===== config.mk =====
export PLATFORM = sky130hd
export DESIGN_NAME = alu_mc_flat
export DESIGN_NICKNAME = d
export VERILOG_FILES = /design/src/rtl/alu_mc_pkg.sv /design/src/rtl/alu_mc_if.sv /design/src/rtl/alu_mc_comb.sv /design/src/rtl/alu_mc.sv /design/src/flat_wrapper.sv
export SDC_FILE = /design/constraint.sdc
export NUM_CORES = 1
export LEC_CHECK = 0
export ABC_AREA = 1
export BUFFER_PORTS_ARGS = -buffer_cell sky130_fd_sc_hd__buf_4
export CORE_ASPECT_RATIO = 0.75
export CORE_MARGIN = 2
export CORE_UTILIZATION = 41
export DETAILED_ROUTE_END_ITERATION = 16
export GPL_ROUTABILITY_DRIVEN = 0
export SYNTH_ARGS = -nofsm -noshare
export SYNTH_HDL_FRONTEND = slang
export SYNTH_SLANG_ARGS = --single-unit

===== constraint.sdc =====
create_clock -name clk -period 3.94 [get_ports clk]
set_clock_uncertainty 0.1 [all_clocks]
set_input_delay 0.394 -clock clk [delete_from_list [all_inputs] [get_ports clk]]
set_output_delay 0.394 -clock clk [all_outputs]
set_load 0.02 [all_outputs]

===== src/rtl/alu_mc_pkg.sv =====
// ---------------------------------------------------------------------------
// alu_mc_pkg
// Shared definitions for the multi-cycle ALU: opcode encodings, flag bit
// positions inside the 5-bit flag register (Z C F N L), the FSM state type
// and a small helper that builds the flag word for ops that only report
// zero and carry.
// ---------------------------------------------------------------------------
package alu_mc_pkg;

    // Opcode encodings; 4'b1010 and 4'b1110 are unused and behave as NOP
    localparam logic [3:0] OP_NOP   = 4'b0000;
    localparam logic [3:0] OP_AND   = 4'b0001;
    localparam logic [3:0] OP_OR    = 4'b0010;
    localparam logic [3:0] OP_XOR   = 4'b0011;
    localparam logic [3:0] OP_NOT   = 4'b0100;
    localparam logic [3:0] OP_ADD   = 4'b0101;
    localparam logic [3:0] OP_ADDU  = 4'b0110;
    localparam logic [3:0] OP_ADDC  = 4'b0111;
    localparam logic [3:0] OP_ADDCU = 4'b1000;
    localparam logic [3:0] OP_SUB   = 4'b1001;
    localparam logic [3:0] OP_CMP   = 4'b1011;
    localparam logic [3:0] OP_LSH   = 4'b1100;
    localparam logic [3:0] OP_MUL   = 4'b1101;
    localparam logic [3:0] OP_CMPU  = 4'b1111;

    // Bit positions inside the flag register
    localparam int FLAG_Z = 4;
    localparam int FLAG_C = 3;
    localparam int FLAG_F = 2;
    localparam int FLAG_N = 1;
    localparam int FLAG_L = 0;

    // IDLE waits for work, EXEC marks the done cycle of a single-cycle op,
    // SHIFT and MUL iterate one bit per clock
    typedef enum logic [1:0] {
        ST_IDLE,
        ST_EXEC,
        ST_SHIFT,
        ST_MUL
    } aluState_t;

    // Flag word for shift and multiply: only Z and C carry information
    function automatic logic [4:0] makeZcFlags(input logic zero, input logic carry);
        logic [4:0] flagWord;
        flagWord         = '0;
        flagWord[FLAG_Z] = zero;
        flagWord[FLAG_C] = carry;
        return flagWord;
    endfunction

endpackage


===== src/rtl/alu_mc_if.sv =====
// ---------------------------------------------------------------------------
// alu_mc_if
// Handshake and data bus between the controller (master) and the ALU (slave).
//   start  : op request, taken only while busy is low
//   op     : 4-bit opcode
//   a, b   : operands, sampled on accept
//   result : registered result, held until the next completing op
//   flags  : registered flags {Z, C, F, N, L}
//   busy   : high while a multi-cycle op iterates
//   done   : one-cycle completion pulse
// ---------------------------------------------------------------------------
interface alu_mc_if #(
    parameter int WIDTH = 16
);
    import alu_mc_pkg::*;

    logic             start;
    logic [3:0]       op;
    logic [WIDTH-1:0] a;
    logic [WIDTH-1:0] b;
    logic [WIDTH-1:0] result;
    logic [4:0]       flags;
    logic             busy;
    logic             done;

    modport master (
        output start, op, a, b,
        input  result, flags, busy, done
    );

    modport slave (
        input  start, op, a, b,
        output result, flags, busy, done
    );

endinterface


===== src/rtl/alu_mc_comb.sv =====
// ---------------------------------------------------------------------------
// alu_comb
// Purely combinational part of the ALU: evaluates every single-cycle op and
// its flags from the current operands. It also handles LSH by a zero amount,
// which is just a pass-through of A. MUL is not known here and decodes to
// "write nothing", exactly like NOP and the unused encodings.
// Ports:
//   i_op, i_a, i_b   opcode and operands
//   i_carryIn        current C flag, used by ADDC/ADDCU
//   o_result         candidate result
//   o_flags          candidate flags {Z, C, F, N, L}
//   o_writeResult    op updates the result register
//   o_writeFlags     op updates the flag register
// ---------------------------------------------------------------------------
module alu_comb
    import alu_mc_pkg::*;
#(
    parameter int WIDTH = 16
) (
    input  logic [3:0]       i_op,
    input  logic [WIDTH-1:0] i_a,
    input  logic [WIDTH-1:0] i_b,
    input  logic             i_carryIn,
    output logic [WIDTH-1:0] o_result,
    output logic [4:0]       o_flags,
    output logic             o_writeResult,
    output logic             o_writeFlags
);

    logic             w_isSub;
    logic [WIDTH-1:0] w_bOperand;
    logic             w_carryIn;
    logic [WIDTH:0]   w_sum;
    logic [WIDTH-1:0] w_sumRes;
    logic             w_carryOut;
    logic             w_overflow;
    logic             w_signedLess;
    logic             w_unsignedLess;

    // One shared adder serves ADD/ADDU/ADDC/ADDCU and SUB. Subtraction is
    // A + ~B + 1, so the inverted operand and the forced carry-in turn it
    // into the same addition; overflow is judged on the operand actually added.
    always_comb begin
        w_isSub    = (i_op == OP_SUB);
        w_bOperand = w_isSub ? ~i_b : i_b;
        if ((i_op == OP_ADDC) || (i_op == OP_ADDCU)) begin
            w_carryIn = i_carryIn;
        end else begin
            w_carryIn = w_isSub;
        end
        w_sum          = {1'b0, i_a} + {1'b0, w_bOperand} + {{WIDTH{1'b0}}, w_carryIn};
        w_sumRes       = w_sum[WIDTH-1:0];
        w_carryOut     = w_sum[WIDTH];
        w_overflow     = (i_a[WIDTH-1] == w_bOperand[WIDTH-1]) &&
                         (w_sumRes[WIDTH-1] != i_a[WIDTH-1]);
        w_signedLess   = $signed(i_a) < $signed(i_b);
        w_unsignedLess = i_a < i_b;
    end

    // Opcode decode. Every op that writes a result also reports Z from that
    // result, so Z is filled in once after the case; compares leave the
    // result alone and set Z from operand equality instead. CMP reports the
    // signed ordering in N, CMPU the unsigned ordering in L.
    always_comb begin
        o_result      = '0;
        o_flags       = '0;
        o_writeResult = 1'b0;
        o_writeFlags  = 1'b0;
        case (i_op)
            OP_AND: begin
                o_result      = i_a & i_b;
                o_writeResult = 1'b1;
                o_writeFlags  = 1'b1;
            end
            OP_OR: begin
                o_result      = i_a | i_b;
                o_writeResult = 1'b1;
                o_writeFlags  = 1'b1;
            end
            OP_XOR: begin
                o_result      = i_a ^ i_b;
                o_writeResult = 1'b1;
                o_writeFlags  = 1'b1;
            end
            OP_NOT: begin
                o_result      = ~i_a;
                o_writeResult = 1'b1;
                o_writeFlags  = 1'b1;
            end
            OP_ADD, OP_ADDC, OP_SUB: begin
                o_result        = w_sumRes;
                o_flags[FLAG_C] = w_isSub ? ~w_carryOut : w_carryOut;
                o_flags[FLAG_F] = w_overflow;
                o_flags[FLAG_N] = w_sumRes[WIDTH-1];
                o_writeResult   = 1'b1;
                o_writeFlags    = 1'b1;
            end
            OP_ADDU, OP_ADDCU: begin
                o_result        = w_sumRes;
                o_flags[FLAG_C] = w_carryOut;
                o_writeResult   = 1'b1;
                o_writeFlags    = 1'b1;
            end
            OP_CMP: begin
                o_flags[FLAG_Z] = (i_a == i_b);
                o_flags[FLAG_N] = w_signedLess;
                o_writeFlags    = 1'b1;
            end
            OP_CMPU: begin
                o_flags[FLAG_Z] = (i_a == i_b);
                o_flags[FLAG_L] = w_unsignedLess;
                o_writeFlags    = 1'b1;
            end
            OP_LSH: begin
                o_result      = i_a;
                o_writeResult = 1'b1;
                o_writeFlags  = 1'b1;
            end
            default: begin
                o_writeResult = 1'b0;
            end
        endcase
        if (o_writeResult) begin
            o_flags[FLAG_Z] = (o_result == '0);
        end
    end

endmodule


===== src/rtl/alu_mc.sv =====
// ---------------------------------------------------------------------------
// alu_mc
// Multi-cycle ALU with a persistent flag register. Single-cycle ops are
// evaluated by alu_comb and complete with done in the cycle right after
// accept. LSH walks one bit per clock (n = min(|b|, WIDTH) steps) and MUL is
// a WIDTH-step shift-add, both keeping busy high while iterating.
// Ports:
//   clk    rising-edge clock
//   reset  asynchronous active-high reset, discards any op in flight
//   bus    alu_mc_if slave: start/op/a/b in, result/flags/busy/done out
// ---------------------------------------------------------------------------
module alu_mc
    import alu_mc_pkg::*;
#(
    parameter int WIDTH  = 16,
    parameter bit MUL_EN = 1'b1
) (
    input logic     clk,
    input logic     reset,
    alu_mc_if.slave bus
);

    localparam int CW = $clog2(WIDTH + 1);

    aluState_t          r_state;
    logic [WIDTH-1:0]   r_result;
    logic [4:0]         r_flags;
    logic               r_busy;
    logic               r_done;
    logic [CW-1:0]      r_count;
    logic [WIDTH-1:0]   r_shiftReg;
    logic               r_shiftLeft;
    logic [2*WIDTH-1:0] r_mcand;
    logic [WIDTH-1:0]   r_mplier;
    logic [2*WIDTH-1:0] r_acc;

    logic [WIDTH-1:0]   w_combResult;
    logic [4:0]         w_combFlags;
    logic               w_combWriteResult;
    logic               w_combWriteFlags;
    logic               w_isShiftOp;
    logic               w_isMulOp;
    logic [WIDTH-1:0]   w_shiftMag;
    logic [CW-1:0]      w_shiftCount;
    logic [WIDTH-1:0]   w_shiftNext;
    logic               w_shiftOut;
    logic [2*WIDTH-1:0] w_accNext;

    alu_comb #(
        .WIDTH(WIDTH)
    ) u_comb (
        .i_op         (bus.op),
        .i_a          (bus.a),
        .i_b          (bus.b),
        .i_carryIn    (r_flags[FLAG_C]),
        .o_result     (w_combResult),
        .o_flags      (w_combFlags),
        .o_writeResult(w_combWriteResult),
        .o_writeFlags (w_combWriteFlags)
    );

    // Decode of the incoming request. The shift amount is the magnitude of
    // the signed b, clamped to WIDTH; the most-negative b negates to itself,
    // which read unsigned is still >= WIDTH, so it clamps instead of wrapping.
    always_comb begin
        w_isShiftOp  = (bus.op == OP_LSH);
        w_isMulOp    = MUL_EN && (bus.op == OP_MUL);
        w_shiftMag   = bus.b[WIDTH-1] ? -bus.b : bus.b;
        w_shiftCount = (w_shiftMag >= WIDTH'(WIDTH)) ? CW'(WIDTH) : CW'(w_shiftMag);
    end

    // One iteration step of each multi-cycle unit. The shifter reports the
    // bit falling off the end so the final step can latch it as C; the
    // multiplier adds the shifted multiplicand when the current multiplier
    // bit is set.
    always_comb begin
        w_shiftNext = r_shiftLeft ? {r_shiftReg[WIDTH-2:0], 1'b0}
                                  : {1'b0, r_shiftReg[WIDTH-1:1]};
        w_shiftOut  = r_shiftLeft ? r_shiftReg[WIDTH-1] : r_shiftReg[0];
        w_accNext   = r_mplier[0] ? (r_acc + r_mcand) : r_acc;
    end

    // Controller FSM with registered outputs. IDLE and EXEC both accept a
    // new request because busy is low in both; that is what lets
    // back-to-back single-cycle ops produce done every cycle. SHIFT and MUL
    // count down and write result, flags and done on their last step.
    always_ff @(posedge clk or posedge reset) begin
        if (reset) begin
            r_state     <= ST_IDLE;
            r_result    <= '0;
            r_flags     <= '0;
            r_busy      <= 1'b0;
            r_done      <= 1'b0;
            r_count     <= '0;
            r_shiftReg  <= '0;
            r_shiftLeft <= 1'b0;
            r_mcand     <= '0;
            r_mplier    <= '0;
            r_acc       <= '0;
        end else begin
            r_done <= 1'b0;
            case (r_state)
                ST_IDLE, ST_EXEC: begin
                    r_state <= ST_IDLE;
                    if (bus.start) begin
                        if (w_isShiftOp && (w_shiftCount != '0)) begin
                            r_state     <= ST_SHIFT;
                            r_busy      <= 1'b1;
                            r_count     <= w_shiftCount;
                            r_shiftReg  <= bus.a;
                            r_shiftLeft <= ~bus.b[WIDTH-1];
                        end else if (w_isMulOp) begin
                            r_state  <= ST_MUL;
                            r_busy   <= 1'b1;
                            r_count  <= CW'(WIDTH);
                            r_mcand  <= {{WIDTH{1'b0}}, bus.a};
                            r_mplier <= bus.b;
                            r_acc    <= '0;
                        end else begin
                            r_state <= ST_EXEC;
                            r_done  <= 1'b1;
                            if (w_combWriteResult) begin
                                r_result <= w_combResult;
                            end
                            if (w_combWriteFlags) begin
                                r_flags <= w_combFlags;
                            end
                        end
                    end
                end
                ST_SHIFT: begin
                    r_shiftReg <= w_shiftNext;
                    r_count    <= r_count - CW'(1);
                    if (r_count == CW'(1)) begin
                        r_state  <= ST_IDLE;
                        r_busy   <= 1'b0;
                        r_done   <= 1'b1;
                        r_result <= w_shiftNext;
                        r_flags  <= makeZcFlags(w_shiftNext == '0, w_shiftOut);
                    end
                end
                ST_MUL: begin
                    r_acc    <= w_accNext;
                    r_mcand  <= r_mcand << 1;
                    r_mplier <= r_mplier >> 1;
                    r_count  <= r_count - CW'(1);
                    if (r_count == CW'(1)) begin
                        r_state  <= ST_IDLE;
                        r_busy   <= 1'b0;
                        r_done   <= 1'b1;
                        r_result <= w_accNext[WIDTH-1:0];
                        r_flags  <= makeZcFlags(w_accNext[WIDTH-1:0] == '0,
                                                |w_accNext[2*WIDTH-1:WIDTH]);
                    end
                end
            endcase
        end
    end

    // Everything visible on the bus comes straight from registers
    assign bus.result = r_result;
    assign bus.flags  = r_flags;
    assign bus.busy   = r_busy;
    assign bus.done   = r_done;

endmodule

===== src/flat_wrapper.sv =====
// flat-port wrapper written by rule: the top's interface ports become plain ports
module alu_mc_flat import alu_mc_pkg::*;
#(
    parameter int WIDTH  = 16,
    parameter bit MUL_EN = 1'b1
)
  (clk, reset, bus_start, bus_op, bus_a, bus_b, bus_result, bus_flags, bus_busy, bus_done);
  alu_mc_if #(.WIDTH(WIDTH)) bus_i ();
  input logic clk;
  input logic reset;
  input wire logic [$bits(bus_i.start)-1:0] bus_start;
  input wire logic [$bits(bus_i.op)-1:0] bus_op;
  input wire logic [$bits(bus_i.a)-1:0] bus_a;
  input wire logic [$bits(bus_i.b)-1:0] bus_b;
  output wire logic [$bits(bus_i.result)-1:0] bus_result;
  output wire logic [$bits(bus_i.flags)-1:0] bus_flags;
  output wire logic [$bits(bus_i.busy)-1:0] bus_busy;
  output wire logic [$bits(bus_i.done)-1:0] bus_done;
  assign bus_i.start = bus_start;
  assign bus_i.op = bus_op;
  assign bus_i.a = bus_a;
  assign bus_i.b = bus_b;
  assign bus_result = bus_i.result;
  assign bus_flags = bus_i.flags;
  assign bus_busy = bus_i.busy;
  assign bus_done = bus_i.done;
  alu_mc #(.WIDTH(WIDTH), .MUL_EN(MUL_EN)) u_core (.clk(clk), .reset(reset), .bus(bus_i));
endmodule

[Word level (Yosys, flattened, before mapping)]
Index checks and enable logic that the tools add are counted.
Storage, ports and cells
  register bits: 127
  output and inout port bits: 23
Operators by class
  add/subtract/negate cells: 5
  order comparisons: 3
  eq/ne operators: 31
  mux-type cells: 65
  bitwise operators: 7
  reductions and logical operators: 26
Operators with widths (number)
  two-way mux 16 bit: 14
  two-way mux 32 bit: 7
  case mux 32 bit (2 select lines): 2
  case mux 16 bit (6 select lines): 1
  case mux 16 bit (2 select lines): 2
  two-way mux 5 bit: 10
  zero test 16 bit: 3
  case mux 16 bit (3 select lines): 1
  adder 32 bit: 1
  < comparator 16 bit: 2
  NOT 16 bit: 2
  == test 4 bit (second input constant): 6
  adder 16 x 16 -> 17 bit: 1
  adder 17 x 1 -> 17 bit: 1
  two-way mux 1 bit: 17
  AND 16 bit: 1
  == test 16 bit: 1
  == test 4 x 3 -> 1 bit (second input constant): 4
  greater-or-equal comparator 16 x 5 -> 1 bit (second input constant): 1
  negation 16 bit: 1
  bitwise OR 16 bit: 1
  OR reduction 16 bit: 1
  bitwise XOR 16 bit: 1
  case mux 5 bit (3 select lines): 1
  30 further kinds: 55

[Logic depth before layout (Yosys ltp)]
Gate-level depths: netlist of run 1.
  depth after elaboration: 12
  mapped depth: 26
  depth with buffers taken out: 25

[Modules after synthesis]
Synthesis of run 1 repeated with hierarchy kept, for this count alone.
Unflattened totals
  cells, all modules: 1968
  area total of the unflattened synthesis: 12200.5 µm²
Modules (own cells, without submodules)
  alu_mc: times used 1, cells each 1435, area each 9215.1 µm²
  alu_comb: times used 1, cells each 533, area each 2985.4 µm²

[Least setup slack after synthesis of run 1]
No wires, ideal clock.
  path type: input to register
  from: in bus_op[2]
  to: reg u_core.r_flags[4], in the netlist u_core.bus.flags[4]
  setup time: 0.065 ns
  arrival: 3.477 ns
  path slack: 0.298 ns
  stages on the path: 22
  cells stage by stage: inv_1 -> nand2_1 -> inv_1 -> nand2_1 -> clkbuf_1 -> o21ai_0 -> fa_1 -> fa_1 -> nand3_1 -> nand3_1 -> or2_2 -> nand3_1 -> nand3b_1 -> nor2_1 -> nand2_1 -> nor2_1 -> nand3_1 -> nand2_1 -> nand2_1 -> nand2_1 -> nand2_1 -> nand2_1
Between the ends
  cells in the longest elaborated chain, start to end: 12
  elaborated cells on any way between the ends: 38
RTL lines
  start: declaration: RTL line flat_wrapper.sv:12  | input wire logic [$bits(bus_i.op)-1:0] bus_op;
  == test 4 bit (tied with other cells): RTL line alu_mc_comb.sv:44, alu_mc_comb.sv:69
  two-way mux 16 bit / logical OR 1 bit (equally long branches): RTL line alu_mc_comb.sv:45, alu_mc_comb.sv:46
  adder 16 x 16 -> 17 bit / two-way mux 1 bit (equally long branches): RTL line alu_mc_comb.sv:51, alu_mc_comb.sv:46
  adder 17 x 1 -> 17 bit: RTL line alu_mc_comb.sv:51  | w_sum = {1'b0, i_a} + {1'b0, w_bOperand} + {{WIDTH{1'b0}}, w_carryIn};
  case mux 16 bit (6 select lines): RTL line alu_mc_comb.sv:69  | case (i_op)
  zero test 16 bit: RTL line alu_mc_comb.sv:124  | o_flags[FLAG_Z] = (o_result == '0);
  two-way mux 1 bit: RTL line alu_mc_comb.sv:123  | if (o_writeResult) begin
  two-way mux 5 bit: RTL line alu_mc.sv:125  | if (w_combWriteFlags) begin
  two-way mux 5 bit: RTL line alu_mc.sv:112  | end else if (w_isMulOp) begin
  two-way mux 5 bit: RTL line alu_mc.sv:106  | if (w_isShiftOp && (w_shiftCount != '0)) begin
  two-way mux 5 bit: RTL line alu_mc.sv:105  | if (bus.start) begin
  case mux 5 bit (3 select lines): RTL line alu_mc.sv:102  | case (r_state)
  end signal: assignment: RTL line alu_mc.sv:126  | r_flags <= w_combFlags;
  end signal: assignment: RTL line alu_mc.sv:139  | r_flags <= makeZcFlags(w_shiftNext == '0, w_shiftOut);
  end signal: assignment: RTL line alu_mc.sv:152  | r_flags <= makeZcFlags(w_accNext[WIDTH-1:0] == '0,
  end: declaration: RTL line alu_mc.sv:27  | logic [4:0] r_flags;
Parallel ways exist; a longest one is shown, timed or not. The select of a mux whose other input is x is not followed.
A chain may end at the register's enable or synchronous reset.

[Worst setup path in the final report of run 1]
  from: reg u_core.r_acc[0]
  to: reg u_core.r_flags[3], in the netlist u_core.bus.flags[3]
Between the ends
  cells in the longest elaborated chain, start to end: 5
RTL lines
  start: declaration: RTL line alu_mc.sv:35  | logic [2*WIDTH-1:0] r_acc;
  start signal: assignment: RTL line alu_mc.sv:143  | r_acc <= w_accNext;
  adder 32 bit: RTL line alu_mc.sv:80  | w_accNext = r_mplier[0] ? (r_acc + r_mcand) : r_acc;
  two-way mux 32 bit: RTL line alu_mc.sv:80
  OR reduction 16 bit: RTL line alu_mc.sv:153  | |w_accNext[2*WIDTH-1:WIDTH]);
  two-way mux 5 bit: RTL line alu_mc.sv:147  | if (r_count == CW'(1)) begin
  case mux 5 bit (3 select lines): RTL line alu_mc.sv:102
Every way passes these cells. The select of a mux whose other input is x is not followed.

==> results of run 1 <==
power breakdown:
group / leakage (nW) / internal, mW / total (mW) / switching, mW
clock: 0.279 / 0.968 / 1.63 / 0.665
sequential: 1.64 / 1.88 / 2.34 / 0.465
combinational: 5.56 / 1.75 / 5.27 / 3.53
kinds of logic (layout without fill, tap and decap cells):
logic type | after synthesis | after routing
AND/OR/NAND/NOR | 1150 | 1150
multiplexers | 1 | 1
buffers and inverters | 293 | 353
adder cells (fa/ha/maj) | 100 | 100
flip-flops | 127 | 127
AO/OA/AOI/OAI | 233 | 233
XOR/XNOR | 26 | 26
through the flow:
step	total power, mW	utilization
after floorplan	6.15	-
after global placement	7.45	0.444
after detailed placement	7.53	0.444
after CTS	9.20	0.464
after global routing	10.1	0.464
final	9.25	0.464
cell usage in the layout (no fill, tap or decap), drive strengths merged:
master | synthesis | final
clkinv | 3 | 7
ha | 97 | 97
o21a | 3 | 3
nor4b | 1 | 1
o21bai | 7 | 7
nor2 | 128 | 128
a2111oi | 1 | 1
o22ai | 17 | 17
o21ai | 126 | 126
o221ai | 1 | 1
nand3 | 136 | 136
a21oi | 50 | 50
nand3b | 11 | 11
dfrtp | 127 | 127
nor4 | 4 | 4
a211oi | 8 | 8
a31oi | 2 | 2
clkbuf | 32 | 20
a21o | 2 | 2
fa | 3 | 3
bufinv | 0 | 2
nor3b | 1 | 1
mux2i | 1 | 1
a21boi | 1 | 1
nand2 | 806 | 806
buf | 19 | 79
a221oi | 3 | 3
inv | 239 | 241
and2 | 2 | 2
and3b | 1 | 1
xor2 | 26 | 26
o211ai | 12 | 12
and3 | 1 | 1
nand4 | 23 | 23
or2 | 26 | 26
clkinvlp | 0 | 4
nor3 | 10 | 10
cell usage after synthesis (all sizes together):
| cell | n |
|---|---|
| nand3b | 11 |
| nor4b | 1 |
| a21o | 2 |
| nor3b | 1 |
| o21ai | 126 |
| o21a | 3 |
| and3 | 1 |
| clkinv | 3 |
| o21bai | 7 |
| a221oi | 3 |
| o221ai | 1 |
| a211oi | 8 |
| a21boi | 1 |
| o22ai | 17 |
| ha | 97 |
| fa | 3 |
| inv | 239 |
| nor4 | 4 |
| buf | 19 |
| nand2 | 806 |
| a21oi | 50 |
| o211ai | 12 |
| dfrtp | 127 |
| and3b | 1 |
| and2 | 2 |
| a2111oi | 1 |
| xor2 | 26 |
| nor3 | 10 |
| mux2i | 1 |
| nor2 | 128 |
| a31oi | 2 |
| nand3 | 136 |
| nand4 | 23 |
| clkbuf | 32 |
| or2 | 26 |
area by class of cell:
cell class | instances | area [um2]
clock buffer | 20 | 457
clock inverter | 12 | 135
fill | 3068 | 15500
inverter | 242 | 913
multi-input combinational | 1510 | 7600
sequential | 127 | 3180
tap | 392 | 490
timing repair buffer | 79 | 618
registers in the layout, summed over array words and instances, names as in the netlist:
| name | cells |
|---|---|
| u_core.r_mcand | 32 |
| u_core.r_shiftReg | 16 |
| u_core.r_state | 2 |
| u_core.r_count | 5 |
| u_core.bus.done | 1 |
| u_core.bus.busy | 1 |
| u_core.r_shiftLeft | 1 |
| u_core.bus.flags | 5 |
| u_core.bus.result | 16 |
| u_core.r_acc | 32 |
| u_core.r_mplier | 16 |
worst max-delay path: stages, from the launching register on:
cell	delay, ns
dfrtp_1	0.39
ha_1	0.26
fa_1	0.47
nand3_1	0.11
nand3_1	0.17
nand2_1	0.10
nand2_1	0.11
nand2_1	0.15
nand2_1	0.11
nand2_1	0.11
nand2_1	0.06
nand2_1	0.06
nand3_1	0.08
nand2_1	0.12
nand2_1	0.07
nor2_1	0.27
nand3_1	0.18
nand2_1	0.20
nand2_1	0.09
nand2_1	0.07
nand2_1	0.05
worst paths after layout:
path | startpoint | endpoint | slack, ns | cells past startpoint
max | u_core.r_acc[0] | u_core.bus.flags[3] | 0.53 | 20
min | reset | u_core.r_mcand[29] | 0.03 | 2
max reg2reg | u_core.r_acc[0] | u_core.bus.flags[3] | 0.53 | 20
min reg2reg | u_core.bus.flags[1] | u_core.bus.flags[1] | 0.38 | 2
max in group asynchronous | reset | u_core.r_acc[2] | 2.96 | 3
min in group clk | bus_a[0] | u_core.r_mcand[0] | 0.18 | 3
layer usage:
layer | up-vias | wire [um] | global-route usage
li1 | 6231 | - | -
met4 | 0 | 418 | 0.0469
met2 | 484 | 15100 | 0.354
met1 | 5731 | 19400 | 0.404
met3 | 30 | 4250 | 0.0798
met5 | - | 0 | 0
==> flow_summary.ini, run 1 <==
[sta]
report.final.slew_viol_count = 0
worst_slew_pin_slew_ns = 0.818
worst_slack_ns = 0.529
fin_setup_tns_ns = 0
finalCritPeriodShare = 0.866
grt_setup_unrepaired = no
fmax_ghz = 0.293
setup_viol = 0
whs_ns = 0.0254
period_needed_ns = 3.41
final_hold_viol_count = 0
timing.slew.headroom = 0.455

[logic_synthesis]
synth_area_mm2 = 0.0120
ys_types = 49
synth_top_family_by_area = simple AND/OR/NAND/NOR gates
syn_inst = 1930
synthXorXnorAreaFrac = 0.0190
netlist.top_cell.by_area = dfrtp_1
synth_area_leaders = dfrtp_1, nand2_1, ha_1
synth_adder_area_share = 0.107
seq_area_frac_synth = 0.266
ys_ff_latch = 127
ys_warn_count = 0
syn_nets = 2069
postSynthAreaPerCell_um2 = 6.19
synth_top_area_share = 0.266
synthMuxAreaShare = 0.000837
synth-compound-area-share = 0.109
synth-simple-area-share = 0.400

[power_and_ir_drop]
vdd_drop_max_v = 0.000647
leakage_nw = 7.48
power_density_mw_per_mm2 = 690

[clocking]
clk_latency_ns = 0.44
postCtsResizedCells = 0
numCtsBuffers = 17
cts-root-buf = clkbuf_16
clk_pin_slew_ns = 0.06
htreeDepth = 4
cts_tree = done
cts.sinks = 127
cts_setup_buffers = 0
clockBufferDepth = 2
cts_hold_buf = 0

[route]
drt_iter0_drc = 1161
route.detailed.drc = 0
wl_um = 39100
detail-route-antenna-nets = 0
viasPerCell = 5.24
num_vias = 12476
drtPass1Iterations = 5
wire_per_inst_um = 16.4

[critical_path]
path_class = flip-flop to flip-flop
start_kind = flip-flop
required_ns = 4.17
path_max_fanout = 4
arrival_ns = 3.64
end_kind = flip-flop

[place]
place_ws_ns = 0.316
dpl-instance-area_mm2 = 0.0128
io_buffers = 61
dp_hpwl_um = 30200
dp.cells = 2350

[die]
num_io_pins = 62
die_area_mm2 = 0.0306
core_area_mm2 = 0.0289
start_util = 0.414
num_rows = 54
die_y_um = 152
fp.dieW_um = 201

[flow_run]
maxCapViolCount = 0

[finish]
area_growth_syn_to_layout_pct = 12.0
final_area_mm2 = 0.0134
finalNetCount = 2116
final_cells = 2382
drive_gt1_frac = 0.0784
antenna_cells = 0

[min_path]
worstHoldPathType = primary input to asynchronous set/reset pin

[global_routing]
grt_usage = 0.261
grt_max_degree = 113
grt_overflow = 0
grt_pass1_vias = 11528
grt_antenna_before_repair = 0
grt_pass1_wl_um = 63200

[status]
outcome = completed
(Power assumes the default switching activity.)
==> run 2: changes to the inputs <==
==> constraint.sdc (replaced) <==
create_clock -name clk -period 3.2 [get_ports clk]
set_clock_uncertainty 0.1 [all_clocks]
set_input_delay 0.32 -clock clk [delete_from_list [all_inputs] [get_ports clk]]
set_output_delay 0.32 -clock clk [all_outputs]
set_load 0.02 [all_outputs]
==> run 2 against run 1 <==
Compared with the run above: wire length is 2.1% higher; total power up 28%; critical path type unchanged; critical endpoint unchanged; combinational power is 32% higher; setup slack lost 0.37 ns.
==> flow_summary.ini, run 2 (synthesis gave the netlist of run 1 again) <==
[finish]
utilization = 0.489
drive_gt1_frac = 0.119
antenna_cells = 0
mostFrequentLayoutCell = nand2_1
final_area_mm2 = 0.0141
area_growth_syn_to_layout_pct = 18.1
finalNetCount = 2198
largest_registers = u_core.r_acc (32), u_core.r_mcand (32)
final_cell_mix = nand2_1, inv_1, buf_4, nand3_1, dfrtp_1

[clocking]
clockBufferDepth = 2
cts_tree = done
cts_setup_buffers = 0
cts.sinks = 127
cts-root-buf = clkbuf_16
clk_pin_slew_ns = 0.06
htreeDepth = 4
clk_latency_ns = 0.43
numCtsBuffers = 17

[die]
core_area_mm2 = 0.0289
die_area_mm2 = 0.0306
num_rows = 54
num_io_pins = 62
fp.dieW_um = 201
die_y_um = 152
start_util = 0.414

[sta]
whs_ns = 0.118
timing.slew.headroom = 0.390
fmax_ghz = 0.329
setup_viol = 0
worst_slew_pin_slew_ns = 0.911
final_hold_viol_count = 0
finalCritPeriodShare = 0.950
period_needed_ns = 3.04
grt_setup_unrepaired = yes
fin_setup_tns_ns = 0
report.final.slew_viol_count = 0

[global_routing]
grt_overflow = 0
grt_pass1_vias = 11734
grt_max_degree = 81
grt_antenna_before_repair = 0
grt_usage = 0.264
grt_pass1_wl_um = 64200

[critical_path]
start_kind = flip-flop
path_class = flip-flop to flip-flop
reg2reg_setup_slack_ns = 0.16
required_ns = 3.42
end_kind = flip-flop
r2r_end = u_core.bus.flags[3]
worstReg2RegStart = u_core.r_mcand[17]
arrival_ns = 3.26
worstRegToRegCells = 18
path_max_fanout = 5

[route]
route.detailed.drc = 0
detail-route-antenna-nets = 0
num_vias = 12849
viasPerCell = 5.21
drtPass1Iterations = 6
wire_per_inst_um = 16.2
wl_um = 39900
drt_iter0_drc = 1247

[place]
dpl-instance-area_mm2 = 0.0135
io_buffers = 61
dp_hpwl_um = 31500

[power_and_ir_drop]
vdd_drop_max_v = 0.000547
power_density_mw_per_mm2 = 841
fin_total_pwr_mw = 11.9
leakage_nw = 7.91

[min_path]
holdPathEnd = u_core.r_mcand[0]
min_from = bus_a[0]
holdPathStages = 3
worstHoldPathType = primary input to flip-flop

[status]
outcome = completed

[flow_run]
maxCapViolCount = 0
==> run 2: cell count changes in the layout (fill, tap and decap cells not counted), sizes merged <==
| cell | change |
|---|---|
| clkinv | +1 |
| bufinv | +1 |
| inv | -1 |
| buf | +81 |
| clkbuf | -1 |
| dlygate4sd3 | +1 |
==> run 2: where the power goes <==
part / internal, mW / total, mW / switching, mW
Clock: 1.25 / 2.05 / 0.800
Combinational: 2.49 / 6.94 / 4.45
Sequential: 2.31 / 2.89 / 0.579
==> run 2: worst max-delay path: stages (launching register included) <==
cell	delay, ns
dfrtp_1	0.40
ha_1	0.41
nand2_1	0.13
inv_1	0.09
nand2_1	0.10
nor2_1	0.33
buf_4	0.17
and2_1	0.11
nand2_1	0.08
nand3_1	0.07
nand3_1	0.11
nand2_1	0.11
nand2_1	0.07
nor2_1	0.16
nand3_2	0.19
nand2_2	0.13
nand2_1	0.06
nand2_1	0.06
nand2_1	0.05
==> run 2: stage by stage <==
step | instances | setup slack (ns)
4_1_cts | 2464 | 0.0281
3_5_place_dp | 2431 | -0.158
5_1_grt | 2464 | -0.00511
6_report | 2464 | 0.160
2_1_floorplan | 1930 | 0.00227
3_3_place_gp | 2431 | -0.126
==> run 2: cell type report <==
class	count	area, um2
sequential	127	3180
multi-input combinational	1510	7630
clock inverter	13	163
clock buffer	19	443
fill	3025	14700
timing repair buffer	161	1300
tap	392	490
inverter	242	912
==> run 2: worst max-delay path by stage <==
stage / start / to / slack [ns] / cells past startpoint
after CTS: u_core.r_acc[0] / u_core.bus.flags[3] / 0.03 / 20
after global placement: bus_op[2] / u_core.bus.flags[4] / -0.13 / 24
final: u_core.r_mcand[17] / u_core.bus.flags[3] / 0.16 / 18
after detailed placement: bus_op[2] / u_core.bus.flags[4] / -0.16 / 25
after global routing: bus_op[2] / u_core.bus.flags[4] / -0.005 / 26
after floorplan: bus_op[2] / u_core.bus.flags[4] / 0.002 / 22
==> run 2: routing by layer <==
layer  up-vias  GRT usage  routed length, um
met1      5950      0.425              20300
met5         -          0                  0
li1       6394          -                  -
met3        40     0.0573               3700
met4         0     0.0504                476
met2       465      0.355              15400
==> run 2: repair_timing <==
action                                  4_1_cts  5_1_grt
endpoints found under the setup margin        0        2
hold endpoints to repair                     22        0
gates resized for setup                       0       10
hold buffers                                  1        0
==> run 3: changes to the inputs <==
--- a/config.mk
+++ b/config.mk
@@ -10,8 +10,10 @@
 export CORE_ASPECT_RATIO = 0.75
 export CORE_MARGIN = 2
 export CORE_UTILIZATION = 41
+export CTS_BUF_LIST = sky130_fd_sc_hd__clkbuf_8
 export DETAILED_ROUTE_END_ITERATION = 16
 export GPL_ROUTABILITY_DRIVEN = 0
+export MAX_ROUTING_LAYER = met4
 export SYNTH_ARGS = -nofsm -noshare
 export SYNTH_HDL_FRONTEND = slang
 export SYNTH_SLANG_ARGS = --single-unit
==> run 3 against run 2 <==
Compared with the run above: cell count unchanged; die area unchanged; clock-buffer cell count decreased by 1; non-clock buffer count unchanged; utilization decreased by 0.65 points; flip-flop and latch count unchanged; clock power decreased by 26%; critical path type unchanged; highest routed layer unchanged.
==> flow_summary.ini, run 3 (synthesis gave the netlist of run 1 again) <==
[route]
detail-route-antenna-nets = 0
drt_iter0_drc = 1168
route.detailed.drc = 0
drtPass1Iterations = 5
viasPerCell = 5.23
wl_um = 39700
wire_per_inst_um = 16.1
num_vias = 12885

[power_and_ir_drop]
leakage_nw = 7.82
power_density_mw_per_mm2 = 812
vdd_drop_max_v = 0.000551

[critical_path]
reg2reg_setup_slack_ns = 0.21
slowest_stage = dfrtp_1
worstRegToRegCells = 20
worstReg2RegStart = u_core.r_mcand[11]
required_ns = 3.47
cp_num_buf_inv = 1
path_max_fanout = 4
arrival_ns = 3.26
path_class = flip-flop to flip-flop
path_cells = ha_1 > buf_4 > nand2_1 > nand2_1 > nand2_1 > nand2_1 > a21oi_1 > nor2_1 > nor2_1 > nand2_1 > nand2_1 > nand3_1 > nand2_1 > nand2_1 > nor2_1 > nand3_2 > nand2_2 > nand2_1 > nand2_1 > nand2_1
r2r_end = u_core.bus.flags[3]
start_kind = flip-flop
cp_common_cell = nand2_1
max_stage_delay_ns = 0.44
end_kind = flip-flop
crit_family = simple AND/OR/NAND/NOR gates

[die]
num_rows = 54
fp.dieW_um = 201
die_y_um = 152
core_area_mm2 = 0.0289
num_io_pins = 62
die_area_mm2 = 0.0306
start_util = 0.414

[clocking]
clockBufferDepth = 2
cts-root-buf = clkbuf_8
cts_tree = done
clk_pin_slew_ns = 0.08
cts.sinks = 127
numCtsBuffers = 17
clk_latency_ns = 0.47
htreeDepth = 4

[place]
io_buffers = 61
dpl-instance-area_mm2 = 0.0135
dp_hpwl_um = 31500

[min_path]
holdPathStages = 3
worstHoldPathType = primary input to flip-flop
holdPathEnd = u_core.r_mcand[0]
min_from = bus_a[0]

[finish]
multiInputGateArea_mm2 = 0.00763
final_area_mm2 = 0.0139
antenna_cells = 0
finalNetCount = 2198
final_cell_mix = nand2_1, inv_1, buf_4, nand3_1, dfrtp_1
drive_gt1_frac = 0.120
n_fill_cell = 3042
largest_registers = u_core.r_acc (32), u_core.r_mcand (32)
mostFrequentLayoutCell = nand2_1
seq_area_mm2 = 0.00318
area_growth_syn_to_layout_pct = 16.5

[sta]
whs_ns = 0.0731
final_hold_viol_count = 0
fmax_ghz = 0.335
timing.slew.headroom = 0.408
grt_setup_unrepaired = no
setup_viol = 0
report.final.slew_viol_count = 0
worst_slew_pin_slew_ns = 0.885
finalCritPeriodShare = 0.934
period_needed_ns = 2.99

[global_routing]
grt_overflow = 0
grt_max_degree = 81
grt_pass1_wl_um = 64100
grt_usage = 0.271
grt_pass1_vias = 11696
grt_antenna_before_repair = 0

[flow_run]
maxCapViolCount = 0

[status]
outcome = completed
[run 3: timing repair]
action	in CTS	in global routing
hold endpoints to repair	22	0
resized for setup	0	11
setup endpoints to repair	0	2
hold buffers	1	0
buffers inserted	0	0
[run 3: how the worst max path moves through the flow]
stage	end	depth (start not counted)	slack (ns)	start
after floorplan	u_core.bus.flags[4]	22	0.002	bus_op[2]
after global placement	u_core.bus.flags[4]	24	-0.13	bus_op[2]
after detailed placement	u_core.bus.flags[4]	25	-0.16	bus_op[2]
after CTS	u_core.bus.flags[3]	17	0.03	u_core.r_acc[0]
after global routing	u_core.bus.flags[3]	20	0.01	u_core.r_acc[0]
final	u_core.bus.flags[3]	20	0.21	u_core.r_mcand[11]
[run 3: layout make-up]
class | instances | area share
clock inverter | 14 | 0.0120
inverter | 242 | 0.0655
timing repair buffer | 161 | 0.0933
multi-input combinational | 1510 | 0.548
clock buffer | 18 | 0.0178
tap | 392 | 0.0352
sequential | 127 | 0.228
[run 3: per-stage QoR]
| stage | TNS, ns | power (mW) | std cells | setup slack, ns | utilization |
|---|---|---|---|---|---|
| floorplan | 0 | 7.57 | 1930 | 0.00227 | - |
| global placement | -0.148 | 9.56 | 2431 | -0.126 | 0.467 |
| detailed placement | -0.256 | 9.67 | 2431 | -0.158 | 0.467 |
| CTS | 0 | 11.2 | 2464 | 0.0327 | 0.482 |
| global route | 0 | 12.4 | 2464 | 0.0107 | 0.483 |
| finish | 0 | 11.3 | 2464 | 0.211 | 0.483 |
[run 3: power breakdown]
part,switching [mW],internal [mW],total (mW)
combinational,4.42,2.49,6.91
clock,0.727,0.790,1.52
sequential,0.581,2.30,2.88
total,5.73,5.59,11.3
[run 3: tightest hold or removal path: cells and delay by family]
kind                   cells  cell delay [ns]
buffers and inverters      1             0.15
and+or+nand+nor            1             0.07
AOI/OAI and AO/OA          1             0.06
[run 3: routing by layer]
metal | vias up | track usage | share of wire
li1 | 6393 | - | -
met1 | 5988 | 0.429 | 0.52
met2 | 463 | 0.355 | 0.39
met3 | 41 | 0.0483 | 0.086
met4 | 0 | 0.0462 | 0.011
met5 | - | - | 0
